File: config.mk
export PLATFORM = sky130hd
export DESIGN_NAME = axi_dma_twod_midend
export DESIGN_NICKNAME = d
export VERILOG_FILES = /design/src/rtl/axi_dma_twod_midend.sv
export SDC_FILE = /design/constraint.sdc
export NUM_CORES = 1
export LEC_CHECK = 0
export CORE_MARGIN = 4
export CORE_UTILIZATION = 51
export CTS_CLUSTER_SIZE = 24
export DETAILED_ROUTE_END_ITERATION = 12
export GPL_ROUTABILITY_DRIVEN = 0
export HOLD_SLACK_MARGIN = 0.1
export PLACE_DENSITY_LB_ADDON = 0.3
export SYNTH_ARGS = -nofsm -noshare
export SYNTH_HDL_FRONTEND = slang
export SYNTH_SLANG_ARGS = --single-unit
File: constraint.sdc
create_clock -name clk_i -period 18.6 [get_ports clk_i]
set_input_delay 3.72 -clock clk_i [delete_from_list [all_inputs] [get_ports clk_i]]
set_output_delay 3.72 -clock clk_i [all_outputs]
set_load 0.02 [all_outputs]
File: src/rtl/axi_dma_twod_midend.sv
// axi_dma_twod_midend: splits 2D DMA jobs into 1D burst requests for the
// backend and folds the per-burst completions back into one pulse per job.
module axi_dma_twod_midend #(
   parameter int unsigned ADDR_WIDTH  = 64,
   parameter int unsigned REPS_WIDTH  = 32,
   parameter int unsigned OUTSTANDING = 16
) (
   input  logic                  clk_i,
   input  logic                  rst_i,
   // 2D job request
   input  logic                  twod_valid_i,
   output logic                  twod_ready_o,
   input  logic [ADDR_WIDTH-1:0] twod_src_addr_i,
   input  logic [ADDR_WIDTH-1:0] twod_dst_addr_i,
   input  logic [ADDR_WIDTH-1:0] twod_num_bytes_i,
   input  logic [ADDR_WIDTH-1:0] twod_src_stride_i,
   input  logic [ADDR_WIDTH-1:0] twod_dst_stride_i,
   input  logic [REPS_WIDTH-1:0] twod_num_reps_i,
   input  logic                  twod_is_twod_i,
   // 1D burst request to the backend
   output logic                  burst_valid_o,
   input  logic                  burst_ready_i,
   output logic [ADDR_WIDTH-1:0] burst_src_addr_o,
   output logic [ADDR_WIDTH-1:0] burst_dst_addr_o,
   output logic [ADDR_WIDTH-1:0] burst_num_bytes_o,
   output logic                  burst_last_o,
   // completion tracking
   input  logic                  oned_complete_i,
   output logic                  twod_complete_o,
   output logic                  busy_o
);

   localparam int unsigned PTR_W = (OUTSTANDING > 1) ? $clog2(OUTSTANDING) : 1;
   localparam int unsigned CNT_W = PTR_W + 1;

   localparam logic [0:0] IDLE = 1'b0;
   localparam logic [0:0] EMIT = 1'b1;

   logic [0:0]             state_q, state_d;
   logic [ADDR_WIDTH-1:0]  src_q, src_d;
   logic [ADDR_WIDTH-1:0]  dst_q, dst_d;
   logic [ADDR_WIDTH-1:0]  bytes_q, bytes_d;
   logic [ADDR_WIDTH-1:0]  src_stride_q, src_stride_d;
   logic [ADDR_WIDTH-1:0]  dst_stride_q, dst_stride_d;
   logic [REPS_WIDTH-1:0]  rem_q, rem_d;
   logic                   valid_q, valid_d;
   logic                   last_q, last_d;
   logic                   ready_q, ready_d;
   logic                   busy_q, busy_d;
   logic                   cmpl_q, cmpl_d;

   logic [OUTSTANDING-1:0] fifo_q, fifo_d;
   logic [PTR_W-1:0]       wr_ptr_q, wr_ptr_d;
   logic [PTR_W-1:0]       rd_ptr_q, rd_ptr_d;
   logic [CNT_W-1:0]       cnt_q, cnt_d;

   logic                   push;
   logic                   pop;
   logic                   not_full_d;

   // Completion FIFO: one 'last' bit per issued burst, popped in issue order.
   always_comb begin
      fifo_d   = fifo_q;
      wr_ptr_d = wr_ptr_q;
      rd_ptr_d = rd_ptr_q;
      cmpl_d   = 1'b0;
      push     = valid_q && burst_ready_i;
      pop      = oned_complete_i && (cnt_q != '0);
      if (push) begin
         fifo_d[wr_ptr_q] = last_q;
         wr_ptr_d         = wr_ptr_q + PTR_W'(1);
      end
      if (pop) begin
         cmpl_d   = fifo_q[rd_ptr_q];
         rd_ptr_d = rd_ptr_q + PTR_W'(1);
      end
      cnt_d      = cnt_q + CNT_W'(push) - CNT_W'(pop);
      not_full_d = (cnt_d != CNT_W'(OUTSTANDING));
   end

   // Job FSM: accepts a job in IDLE, walks the repetitions in EMIT.
   always_comb begin
      state_d      = state_q;
      src_d        = src_q;
      dst_d        = dst_q;
      bytes_d      = bytes_q;
      src_stride_d = src_stride_q;
      dst_stride_d = dst_stride_q;
      rem_d        = rem_q;
      valid_d      = valid_q;
      last_d       = last_q;
      case (state_q)
         IDLE: begin
            valid_d = 1'b0;
            last_d  = 1'b0;
            if (twod_valid_i && ready_q) begin
               state_d      = EMIT;
               src_d        = twod_src_addr_i;
               dst_d        = twod_dst_addr_i;
               bytes_d      = twod_num_bytes_i;
               src_stride_d = twod_src_stride_i;
               dst_stride_d = twod_dst_stride_i;
               rem_d        = (twod_is_twod_i && (twod_num_reps_i != '0)) ?
                              twod_num_reps_i : REPS_WIDTH'(1);
               last_d       = (rem_d == REPS_WIDTH'(1));
               valid_d      = not_full_d;
            end
         end
         EMIT: begin
            if (push) begin
               src_d = src_q + src_stride_q;
               dst_d = dst_q + dst_stride_q;
               rem_d = rem_q - REPS_WIDTH'(1);
               if (last_q) begin
                  state_d = IDLE;
                  valid_d = 1'b0;
                  last_d  = 1'b0;
               end else begin
                  last_d  = (rem_d == REPS_WIDTH'(1));
                  valid_d = not_full_d;
               end
            end else if (!valid_q) begin
               // Valid is only ever raised here; once up it holds until accepted.
               valid_d = not_full_d;
            end
         end
         default: begin
            state_d = IDLE;
            valid_d = 1'b0;
            last_d  = 1'b0;
         end
      endcase
      ready_d = (state_d == IDLE);
      busy_d  = (state_d == EMIT) || (cnt_d != '0);
   end

   // State and output registers.
   always_ff @(posedge clk_i or posedge rst_i) begin
      if (rst_i) begin
         state_q      <= IDLE;
         src_q        <= '0;
         dst_q        <= '0;
         bytes_q      <= '0;
         src_stride_q <= '0;
         dst_stride_q <= '0;
         rem_q        <= '0;
         valid_q      <= 1'b0;
         last_q       <= 1'b0;
         ready_q      <= 1'b1;
         busy_q       <= 1'b0;
         cmpl_q       <= 1'b0;
         fifo_q       <= '0;
         wr_ptr_q     <= '0;
         rd_ptr_q     <= '0;
         cnt_q        <= '0;
      end else begin
         state_q      <= state_d;
         src_q        <= src_d;
         dst_q        <= dst_d;
         bytes_q      <= bytes_d;
         src_stride_q <= src_stride_d;
         dst_stride_q <= dst_stride_d;
         rem_q        <= rem_d;
         valid_q      <= valid_d;
         last_q       <= last_d;
         ready_q      <= ready_d;
         busy_q       <= busy_d;
         cmpl_q       <= cmpl_d;
         fifo_q       <= fifo_d;
         wr_ptr_q     <= wr_ptr_d;
         rd_ptr_q     <= rd_ptr_d;
         cnt_q        <= cnt_d;
      end
   end

   assign twod_ready_o      = ready_q;
   assign burst_valid_o     = valid_q;
   assign burst_src_addr_o  = src_q;
   assign burst_dst_addr_o  = dst_q;
   assign burst_num_bytes_o = bytes_q;
   assign burst_last_o      = last_q;
   assign twod_complete_o   = cmpl_q;
   assign busy_o            = busy_q;

endmodule

==> results.sh <==
export IMPL_status="complete, but fails checks"
export IMPL_violations="max-slew violations"
export IMPL_design_area_um2=31430
export IMPL_vdd_drop_max_v=0.0001373
export IMPL_synth_cells=2869
export IMPL_grt_pass1_vias=23620
export IMPL_worstHoldStart="burst_num_bytes_o[23]"
export IMPL_cts_buffers=44
export IMPL_cp_start_kind="input pin"
export IMPL_grt_usage_pct=31.10
export IMPL_cts_max_path_buffers=3
export IMPL_htreeDepth=2
export IMPL_via_count=23480
export IMPL_cts_sinks=387
export IMPL_setup_worst_path_class="input pin to register"
export IMPL_via_per_inst=5.884
export IMPL_rr_worst_depth=14
export IMPL_min_path_type="register to register"
export IMPL_fp_dieH_um=224.8
export IMPL_fill_cells=3694
export IMPL_row_count=79
export IMPL_cp_slowest_cell="nor2_4"
export IMPL_top_usage_layer="met2"
export IMPL_r2r_end="burst_dst_addr_o[62]"
export IMPL_wl_per_cell_um=20.41
export IMPL_globalRouteMet1Util_pct=39.84
export IMPL_final_common_cell="nand2_1"
export IMPL_async_flop_share_pct=100.0
export IMPL_drtIter0Drc=2357
export IMPL_reg2reg_from="burst_dst_addr_o[0]"
export IMPL_fin_crit_sh_pct=36.92
export IMPL_crit_chain="clkdlybuf4s50_1 > and2_1 > inv_1 > nor2_2 > buf_4 > nor2_4 > buf_4 > or4_1 > nand2_1 > a222oi_1 > inv_1"
export IMPL_io_buffers=554
export IMPL_final_antenna_net_count=0
export IMPL_syn_area_per_cell_um2=8.359
export IMPL_synth_cell_types=79
export IMPL_worst_ep_required_time_ns=19.05
export IMPL_firstDrtPassIters=6
export IMPL_critical_path_top_delay_family="buffers and inverters"
export IMPL_crit_buf_inv=5
export IMPL_finalClockSkew_ns=0.01132
export IMPL_die_x_um=224.8
export IMPL_maxSlewViolCount=91
export IMPL_ys_ff_latch=387
export IMPL_drive_gt1_share_pct=4.185
export IMPL_grt_use_met2_pct=51.15
export IMPL_final_cell_mix="784 x nand2_1, 554 x clkdlybuf4s50_1, 385 x dfrtp_1"
export IMPL_initial_core_util_pct=51.51
export IMPL_insertion_delay_ns=0.58
export IMPL_coreArea_um2=46560
export IMPL_placed_area_um2=29890
export IMPL_postCtsSetupRepairBufs=0
export IMPL_clockRootBuffer="clkbuf_16"
export IMPL_wirelength_um=81440
export IMPL_dominantRegCellSynth="dfrtp_1"
export IMPL_fin_nets=3834
export IMPL_overflow=0
export IMPL_synth_cell_area_um2=23980
export IMPL_final_hold_violation_count=0
export IMPL_min_path_cells=2
export IMPL_dp_hpwl_um=58760
export IMPL_holdPathEnd="burst_num_bytes_o[23]"
export IMPL_period_needed_ns=6.867
export IMPL_ios=555
export IMPL_rsz0062_at_grt="no"
export IMPL_hold_buffers=0
export IMPL_rrSetupSlack_ns=14.25
export IMPL_gr_usage_met3_pct=7.544
export IMPL_worstMarginPinSlew_ns=1.610
export IMPL_cp_end_kind="register"
export IMPL_leakagePower_uw=0.01477
export IMPL_synth_nets=3369
export IMPL_crit_fanout=64
export IMPL_pwr_share_seq_pct=24.7
export IMPL_yosysWarnings=0
export IMPL_cap_violations=0
export IMPL_syn2layout_area_growth_pct=31.05
export IMPL_setup_violations=0
export IMPL_synth_edf_count=0
export IMPL_clock_fmax_ghz=0.1456
export IMPL_ys_seq_area_share_pct=40.39
export IMPL_drcViolationCount=0
export IMPL_dieArea_um2=50560
export IMPL_cts_tree="done"
export IMPL_cts_resized=0
export IMPL_slew_headroom_pct=-7.303
export IMPL_clk_pin_slew_ns=0.06
export IMPL_p_int_uw=3517
export IMPL_pwr_share_comb_pct=61.6
export IMPL_grt_antenna_before_repair=22
export IMPL_crit_arrival_ns=7.31
export IMPL_p_per_area_nw_per_um2=210.5
export IMPL_grt_pass1_wl_um=127000
export IMPL_grt_max_degree=225
export IMPL_slowest_delay_ns=0.92
export IMPL_power_frac_clock_pct=13.6
export IMPL_setup_tns_ns=0
export IMPL_p_sw_share_pct=46.84
export IMPL_p_sw_uw=3099
## per-layer routing
layer | vias to the layer above | routed length [um]
li1 | 10960 | -
met1 | 11180 | 32490
met2 | 1113 | 38770
met3 | 221 | 6749
met4 | 14 | 3345
met5 | - | 79
## layout make-up
| class | instances | area [um^2] | share of cell area [%] |
|---|---|---|---|
| Multi-Input combinational cell | 2272 | 13530 | 43.05 |
| Timing Repair Buffer | 568 | 5675 | 18.06 |
| Inverter | 61 | 236.5 | 0.7524 |
| Antenna cell | 15 | 37.54 | 0.1194 |
| Sequential cell | 387 | 9689 | 30.83 |
| Clock inverter | 16 | 197.7 | 0.6290 |
| Tap cell | 607 | 759.5 | 2.416 |
| Clock buffer | 65 | 1301 | 4.140 |
## worst max-delay path by stage
stage	from	to	slack, ns	cells past startpoint
final	burst_ready_i	rem_q[23]	11.73	11
after global routing	burst_ready_i	rem_q[23]	11.44	11
after CTS	burst_ready_i	rem_q[23]	11.80	11
after detailed placement	burst_ready_i	rem_q[23]	11.21	11
after global placement	burst_ready_i	rem_q[23]	11.33	11
after floorplan	rst_i	burst_dst_addr_o[0]	4.13	1
## synthesized netlist by cell type, types with 11 or more instances
library cell,instances,area share (%)
ha_1,139,7.3
nand3_1,39,0.81
nor2b_1,12,0.31
buf_1,18,0.28
nor3_1,44,0.92
nand4_1,38,0.99
mux2i_1,81,3.4
clkbuf_1,122,1.9
o21a_1,12,0.38
o21ai_0,196,4.1
a21oi_1,226,4.7
nor4_1,20,0.52
a21o_1,74,2.3
and3_1,26,0.68
xnor2_1,85,3.1
o21bai_1,34,1.1
mux2_2,18,0.85
nor2_1,147,2.3
inv_1,61,0.95
or3_1,15,0.39
dfrtp_1,386,40
xor2_1,45,1.6
nand2_1,786,12
nand2b_1,17,0.44
a31oi_1,22,0.57
o211ai_1,11,0.34
a211oi_1,44,1.4
## state kept, by name, indices dropped and copies added (netlist names)
name	cells
twod_complete_o	1
rem_q	32
wr_ptr_q	4
state_q	1
burst_src_addr_o	64
dst_stride_q	64
rd_ptr_q	4
src_stride_q	64
burst_dst_addr_o	64
cnt_q	5
burst_valid_o	1
twod_ready_o	1
burst_num_bytes_o	64
fifo_q	16
burst_last_o	1
busy_o	1
## worst register-to-register path: stages (launching register included)
cell and delay (ns):
dfrtp_1 0.41, ha_1 0.26, inv_1 0.08, fa_1 0.41, nor2b_1 0.18, o211ai_1 0.12
a31o_2 0.31, o31ai_1 0.45, a211oi_1 0.22, nor2_1 0.29, a2111oi_0 0.20, nor3_1 0.67
a221oi_1 0.26, xor2_1 0.20, o21ai_0 0.19
## power groups by stage
| stage | sequential, uW | combinational [uW] | clock, uW |
|---|---|---|---|
| final | 1640 | 4080 | 903 |
| after global routing | 1680 | 4450 | 952 |
| after CTS | 1630 | 4020 | 917 |
| after detailed placement | 1630 | 3980 | 0 |
| after global placement | 1610 | 3840 | 0 |
| after floorplan | 1750 | 2570 | 0 |
## stage by stage
step | hold slack, ns | setup slack [ns] | util, % | power [uW] | cells
after floorplan | 0.4497 | 4.126 | - | 4326 | 2869
after global placement | 0.4594 | 11.33 | 64.21 | 5451 | 3895
after detailed placement | 0.4621 | 11.21 | 64.21 | 5611 | 3895
after CTS | 0.4777 | 11.80 | 67.43 | 6563 | 3976
after global routing | 0.4916 | 11.44 | 67.49 | 7081 | 3988
final | 0.4723 | 11.73 | 67.51 | 6616 | 3991
## cell families (layout without fill, tap and decap cells)
kind of cell / Yosys count / after routing / synth area share (%)
XOR/XNOR: 130 / 130 / 4.748
AO/OA/AOI/OAI: 720 / 720 / 18.54
buffers and inverters: 210 / 710 / 3.355
multiplexers: 104 / 104 / 4.696
adder cells (fa/ha/maj): 142 / 142 / 7.502
AND/OR/NAND/NOR: 1176 / 1176 / 20.77
flip-flops: 387 / 387 / 40.39
other: 0 / 15 / 0
Power figures use the tool's default switching activity.
